<file path="config.mk">
export PLATFORM = sky130hd
export DESIGN_NAME = touch_key_filter
export DESIGN_NICKNAME = d
export VERILOG_FILES = /design/src/rtl/touch_key_filter.sv
export SDC_FILE = /design/constraint.sdc
export NUM_CORES = 1
export LEC_CHECK = 0
export CELL_PAD_IN_SITES_DETAIL_PLACEMENT = 0
export CELL_PAD_IN_SITES_GLOBAL_PLACEMENT = 1
export CORE_ASPECT_RATIO = 0.6
export CORE_MARGIN = 4
export CORE_UTILIZATION = 45
export CTS_CLUSTER_SIZE = 40
export DETAILED_ROUTE_END_ITERATION = 16
export PLACE_DENSITY = 0.79
export SETUP_SLACK_MARGIN = 0.4
export SYNTH_ARGS = -nofsm -noshare
export SYNTH_HDL_FRONTEND = slang
export SYNTH_SLANG_ARGS = --single-unit
</file>
<file path="constraint.sdc">
create_clock -name i_sys_clk -period 1.95 [get_ports i_sys_clk]
set_input_delay 0.4875 -clock i_sys_clk [delete_from_list [all_inputs] [get_ports i_sys_clk]]
set_output_delay 0.4875 -clock i_sys_clk [all_outputs]
set_load 0.1 [all_outputs]
</file>
<file path="src/rtl/touch_key_filter.sv">
// Touch-key conditioner: 2-flop synchroniser, debounce counter and press/release/long-press FSM.
// Define TOUCH_LONG_PRESS_EN to build the hold counter, LONG state and key_long pulse.
module touch_key_filter #(
    parameter logic [19:0] CNT_MAX  = 20'd999_999,
    parameter logic [25:0] LONG_MAX = 26'd49_999_999
) (
    input  logic i_sys_clk,
    input  logic i_sys_rst,
    input  logic i_touch_key,
    output logic o_key_flag,
    output logic o_key_rel,
    output logic o_key_long,
    output logic o_key_state
);

    localparam logic [19:0] CNT_LAST = CNT_MAX - 20'd1;

    logic        r_sync1;
    logic        r_sync2;
    logic [19:0] r_deb_cnt;
    logic        r_key_state;
    logic        r_key_flag;
    logic        r_key_rel;

    logic w_touched;
    logic w_mismatch;
    logic w_deb_done;
    logic w_press;
    logic w_release;

    // Synchroniser idles high so reset never looks like a touch.
    always_ff @(posedge i_sys_clk or posedge i_sys_rst) begin
        if (i_sys_rst) begin
            r_sync1 <= 1'b1;
            r_sync2 <= 1'b1;
        end else begin
            r_sync1 <= i_touch_key;
            r_sync2 <= r_sync1;
        end
    end

    assign w_touched  = ~r_sync2;
    assign w_mismatch = w_touched ^ r_key_state;
    assign w_deb_done = w_mismatch && (r_deb_cnt == CNT_LAST);
    assign w_press    = w_deb_done & ~r_key_state;
    assign w_release  = w_deb_done & r_key_state;

    always_ff @(posedge i_sys_clk or posedge i_sys_rst) begin
        if (i_sys_rst) begin
            r_deb_cnt   <= 20'd0;
            r_key_state <= 1'b0;
        end else if (!w_mismatch) begin
            r_deb_cnt <= 20'd0;
        end else if (w_deb_done) begin
            r_deb_cnt   <= 20'd0;
            r_key_state <= ~r_key_state;
        end else begin
            r_deb_cnt <= r_deb_cnt + 20'd1;
        end
    end

`ifdef TOUCH_LONG_PRESS_EN
    localparam logic [25:0] LONG_LAST = LONG_MAX - 26'd1;

    typedef enum logic [1:0] {StIdle, StPressed, StLong} state_e;

    state_e      r_state;
    state_e      w_state_d;
    logic [25:0] r_hold_cnt;
    logic [25:0] w_hold_d;
    logic        r_key_long;
    logic        w_flag_d;
    logic        w_rel_d;
    logic        w_long_d;

    always_ff @(posedge i_sys_clk or posedge i_sys_rst) begin
        if (i_sys_rst) begin
            r_state    <= StIdle;
            r_hold_cnt <= 26'd0;
            r_key_flag <= 1'b0;
            r_key_rel  <= 1'b0;
            r_key_long <= 1'b0;
        end else begin
            r_state    <= w_state_d;
            r_hold_cnt <= w_hold_d;
            r_key_flag <= w_flag_d;
            r_key_rel  <= w_rel_d;
            r_key_long <= w_long_d;
        end
    end

    // Release is tested before the long-press threshold so it wins a same-cycle tie.
    always_comb begin
        w_state_d = r_state;
        w_hold_d  = r_hold_cnt;
        w_flag_d  = 1'b0;
        w_rel_d   = 1'b0;
        w_long_d  = 1'b0;
        unique case (r_state)
            StIdle: begin
                if (w_press) begin
                    w_state_d = StPressed;
                    w_flag_d  = 1'b1;
                    w_hold_d  = 26'd0;
                end
            end
            StPressed: begin
                w_hold_d = r_hold_cnt + 26'd1;
                if (w_release) begin
                    w_state_d = StIdle;
                    w_rel_d   = 1'b1;
                end else if (r_hold_cnt == LONG_LAST) begin
                    w_state_d = StLong;
                    w_long_d  = 1'b1;
                end
            end
            StLong: begin
                if (w_release) begin
                    w_state_d = StIdle;
                    w_rel_d   = 1'b1;
                end
            end
            default: w_state_d = StIdle;
        endcase
    end

    assign o_key_long = r_key_long;
`else
    typedef enum logic [0:0] {StIdle, StPressed} state_e;

    state_e      r_state;
    state_e      w_state_d;
    logic        w_flag_d;
    logic        w_rel_d;
    logic [25:0] w_unused_long_max;

    assign w_unused_long_max = LONG_MAX;

    always_ff @(posedge i_sys_clk or posedge i_sys_rst) begin
        if (i_sys_rst) begin
            r_state    <= StIdle;
            r_key_flag <= 1'b0;
            r_key_rel  <= 1'b0;
        end else begin
            r_state    <= w_state_d;
            r_key_flag <= w_flag_d;
            r_key_rel  <= w_rel_d;
        end
    end

    always_comb begin
        w_state_d = r_state;
        w_flag_d  = 1'b0;
        w_rel_d   = 1'b0;
        unique case (r_state)
            StIdle: begin
                if (w_press) begin
                    w_state_d = StPressed;
                    w_flag_d  = 1'b1;
                end
            end
            StPressed: begin
                if (w_release) begin
                    w_state_d = StIdle;
                    w_rel_d   = 1'b1;
                end
            end
            default: w_state_d = StIdle;
        endcase
    end

    assign o_key_long = 1'b0;
`endif

    assign o_key_flag  = r_key_flag;
    assign o_key_rel   = r_key_rel;
    assign o_key_state = r_key_state;

endmodule

</file>
==> impl_metrics.env <==
export IMPL_critPathArrivalTime_ps=1770
export IMPL_p_sw_frac=0.2195
export IMPL_end_kind="flop"
export IMPL_wl_met1_um=1284
export IMPL_cp_max_fo=10
export IMPL_synthCells=119
export IMPL_diodes=0
export IMPL_initial_core_util=0.4839
export IMPL_drive_gt1_frac=0.2769
export IMPL_wl_met3_um=89
export IMPL_first_iter_violations=36
export IMPL_path_cells="inv_1, ha_1, nand4b_1, or3_4, o21ai_4, clkbuf_16, nor2_1"
export IMPL_syn_area_um2=1237
export IMPL_yosysTopAreaCell="dfrtp_1"
export IMPL_r2r_start="r_deb_cnt[0]$_DFF_PP0_"
export IMPL_dieArea_um2=3681
export IMPL_top_layer="met4"
export IMPL_hold_viol=0
export IMPL_skew_ps=2.286
export IMPL_syn_to_final_growth_pct=20.53
export IMPL_cts_root_buf="clkbuf_8"
export IMPL_timing_final_crit_share=0.8260
export IMPL_tns_ps=0
export IMPL_first_pass_iters=4
export IMPL_synth_top_area_frac=0.4651
export IMPL_place_inst=154
export IMPL_pwr_density_cell_nw_per_um2=601.2
export IMPL_ant_nets=0
export IMPL_yosysSeqAreaShare=0.5076
export IMPL_core_area_um2=2557
export IMPL_slew_violations=0
export IMPL_cp_top_family="simple AND/OR/NAND/NOR gates"
export IMPL_ys_warn_count=0
export IMPL_io_buffer_count=5
export IMPL_first_global_vias=909
export IMPL_insertion_delay_ps=260
export IMPL_cts_sinks=25
export IMPL_h_tree_depth=1
export IMPL_gp_congestion=0.7812
export IMPL_p_seq_frac=0.595
export IMPL_fin_crit_ps=1611
export IMPL_cts_hold_buf=0
export IMPL_max_freq_mhz=620.8
export IMPL_grt_max_degree=15
export IMPL_wl_per_cell_um=15.55
export IMPL_synthTopCellsByArea="dfrtp_1 (47%), xor2_1 (6.4%), nor2_1 (4.9%)"
export IMPL_viasPerCell=5.580
export IMPL_hp_start="r_sync1$_DFF_PP1_"
export IMPL_cellLeakagePower_nw=0.6156
export IMPL_synth_seq_cells=25
export IMPL_drc_errors=0
export IMPL_rows=14
export IMPL_fin_nets=136
export IMPL_grt_setup_unrepaired="yes"
export IMPL_required_ps=2110
export IMPL_hold_path_class="flop to flop"
export IMPL_num_vias=904
export IMPL_p_sw_w=0.0001968
export IMPL_synth_cell_types=35
export IMPL_startpoint="r_deb_cnt[0]$_DFF_PP0_"
export IMPL_start_kind="flop"
export IMPL_grtUsageTotal=0.1523
export IMPL_post_dp_hpwl_um=1706
export IMPL_cp_num_buf_inv=2
export IMPL_synthesis_nets=124
export IMPL_grt_first_pass_wirelength_um=4340
export IMPL_crit_slowest_cell="dfrtp_1"
export IMPL_p_int_w=0.0006998
export IMPL_cts_buffers=3
export IMPL_clockPowerShare=0.331
export IMPL_die_h_um=48.62
export IMPL_ir_drop_mv=0.3988
export IMPL_max_stage_delay_ps=390
export IMPL_cts_buffer_depth=2
export IMPL_synth_avg_cell_area_um2=10.40
export IMPL_maxCapViolations=0
export IMPL_setup_viol=0
export IMPL_fin_cells=162
export IMPL_outcome="complete, no violations"
export IMPL_antenna_found_initial=0
export IMPL_combPwrFrac=0.074
export IMPL_wl_met2_um=1128
export IMPL_chipWidth_um=75.70
export IMPL_worstSetupPathType="flop to flop"
export IMPL_clkTransAtPathRegs_ps=80
export IMPL_grt_overflow=0
export IMPL_pin_count=7
export IMPL_cts_tree="done"
export IMPL_postRouteWirelength_um=2519
[sequential cells by signal (all words and copies together) (netlist names)]
register and flops:
o_key_flag 1, o_key_rel 1, o_key_state 1, r_deb_cnt 20, r_sync1 1, r_sync2 1
[metal layers]
| metal | global-route usage | vias up |
|---|---|---|
| met2 | 0.2221 | 14 |
| met1 | 0.2245 | 450 |
| met3 | 0.04545 | 4 |
| met4 | 0.02616 | 0 |
| li1 | - | 436 |
| met5 | 0 | - |
[repair_timing]
item | in CTS | in global routing
gates resized for setup | 11 | 6
cloned | 1 | 0
endpoints found under the setup margin | 22 | 23
pin swaps | 2 | 1
setup buffers | 1 | 2
endpoints found under the hold margin | 0 | 0
[power by group through the flow]
stage | logic [W] | registers (W) | clock network [W]
3_3_place_gp | 0.0000505 | 0.000545 | 0
3_5_place_dp | 0.0000513 | 0.000545 | 0
4_1_cts | 0.0000628 | 0.000535 | 0.000306
2_1_floorplan | 0.0000395 | 0.000541 | 0
5_1_grt | 0.0000724 | 0.000534 | 0.000331
6_report | 0.0000666 | 0.000534 | 0.000296
[Yosys cell counts]
| cell | count |
|---|---|
| conb_1 | 1 |
| or4_4 | 1 |
| dfrtp_1 | 23 |
| dfstp_2 | 2 |
| nand3_1 | 8 |
| and4_4 | 1 |
| o21ai_1 | 2 |
| ha_1 | 2 |
| or2_1 | 1 |
| buf_2 | 1 |
| and3_2 | 1 |
| a21oi_1 | 5 |
| nor2_1 | 16 |
| buf_4 | 3 |
| inv_1 | 4 |
| nor3_1 | 1 |
| or4_1 | 2 |
| o21ai_2 | 1 |
| nor4_1 | 1 |
| nand3b_1 | 1 |
| and4_1 | 2 |
| a21oi_2 | 1 |
| o31ai_1 | 3 |
| nand3_4 | 1 |
| or3_1 | 4 |
| nand4_1 | 2 |
| nor4b_1 | 1 |
| o21ai_0 | 3 |
| nand2_1 | 6 |
| nand4_4 | 1 |
| xnor2_1 | 4 |
| and3_1 | 3 |
| buf_6 | 1 |
| nand4b_1 | 1 |
| xor2_1 | 9 |
[worst register-to-register path, stage by stage (launching register included)]
cell and delay (ps):
dfrtp_1 390, inv_1 60, ha_1 140, nand4b_1 100
or3_4 360, o21ai_4 210, clkbuf_16 200, nor2_1 50
[through the flow]
stage | util | area, um2 | hold WS (ps) | setup slack, ps | total power, W
global placement | 0.5298 | 1355 | 345.6 | 269.2 | 0.0005953
floorplan | - | 1239 | 345.2 | 435.8 | 0.0005809
finish | 0.5832 | 1491 | 359.2 | 339.2 | 0.0008966
detailed placement | 0.5298 | 1355 | 349.0 | 217.4 | 0.0005967
CTS | 0.5724 | 1464 | 360.9 | 363.0 | 0.0009035
global route | 0.5832 | 1491 | 362.5 | 282.9 | 0.0009374
[logic make-up after synthesis]
kind of cell | after synthesis | share of synthesized area
AND/OR/NAND/NOR | 54 | 0.2609
XOR/XNOR | 13 | 0.09201
AO/OA/AOI/OAI | 15 | 0.07280
adder cells (fa/ha/maj) | 2 | 0.02022
buffers and inverters | 9 | 0.04347
flip-flops | 25 | 0.5076
other | 1 | 0.003030
[cell type report]
cell class | count | area, um2
Sequential cell | 25 | 634.4
Clock buffer | 4 | 45.04
Fill cell | 213 | 1066
Multi-Input combinational cell | 85 | 594.3
Timing Repair Buffer | 12 | 162.7
Inverter | 4 | 15.01
Tap cell | 32 | 40.04
[worst paths after layout]
kind	depth (start not counted)	end	slack, ps
max in group asynchronous	3	r_sync2$_DFF_PP1_	1170
worst min-delay path	0	r_sync2$_DFF_PP1_	360
worst max-delay path	7	r_deb_cnt[7]$_DFF_PP0_	340
min in group asynchronous	3	r_deb_cnt[15]$_DFF_PP0_	530
worst min register to register	0	r_sync2$_DFF_PP1_	360
worst max register to register	7	r_deb_cnt[7]$_DFF_PP0_	340
[cell usage in the layout, fill, tap and decap left out, types with 2 or more instances in the layout]
cell type | netlist | final
xor2_1 | 9 | 9
o31ai_1 | 3 | 3
or4_1 | 2 | 2
o21ai_0 | 3 | 3
and4_4 | 1 | 2
nor2_1 | 16 | 16
xnor2_1 | 4 | 4
dfstp_2 | 2 | 2
nand3_1 | 8 | 8
and3_1 | 3 | 3
a21oi_1 | 5 | 5
clkdlybuf4s50_1 | 0 | 2
nand2_1 | 6 | 5
clkbuf_8 | 0 | 3
or3_1 | 4 | 3
dfrtp_1 | 23 | 18
inv_1 | 4 | 4
buf_4 | 3 | 5
nand4_1 | 2 | 2
dfrtp_2 | 0 | 5
buf_12 | 0 | 4
No activity file was read; power rests on OpenSTA's default activity.
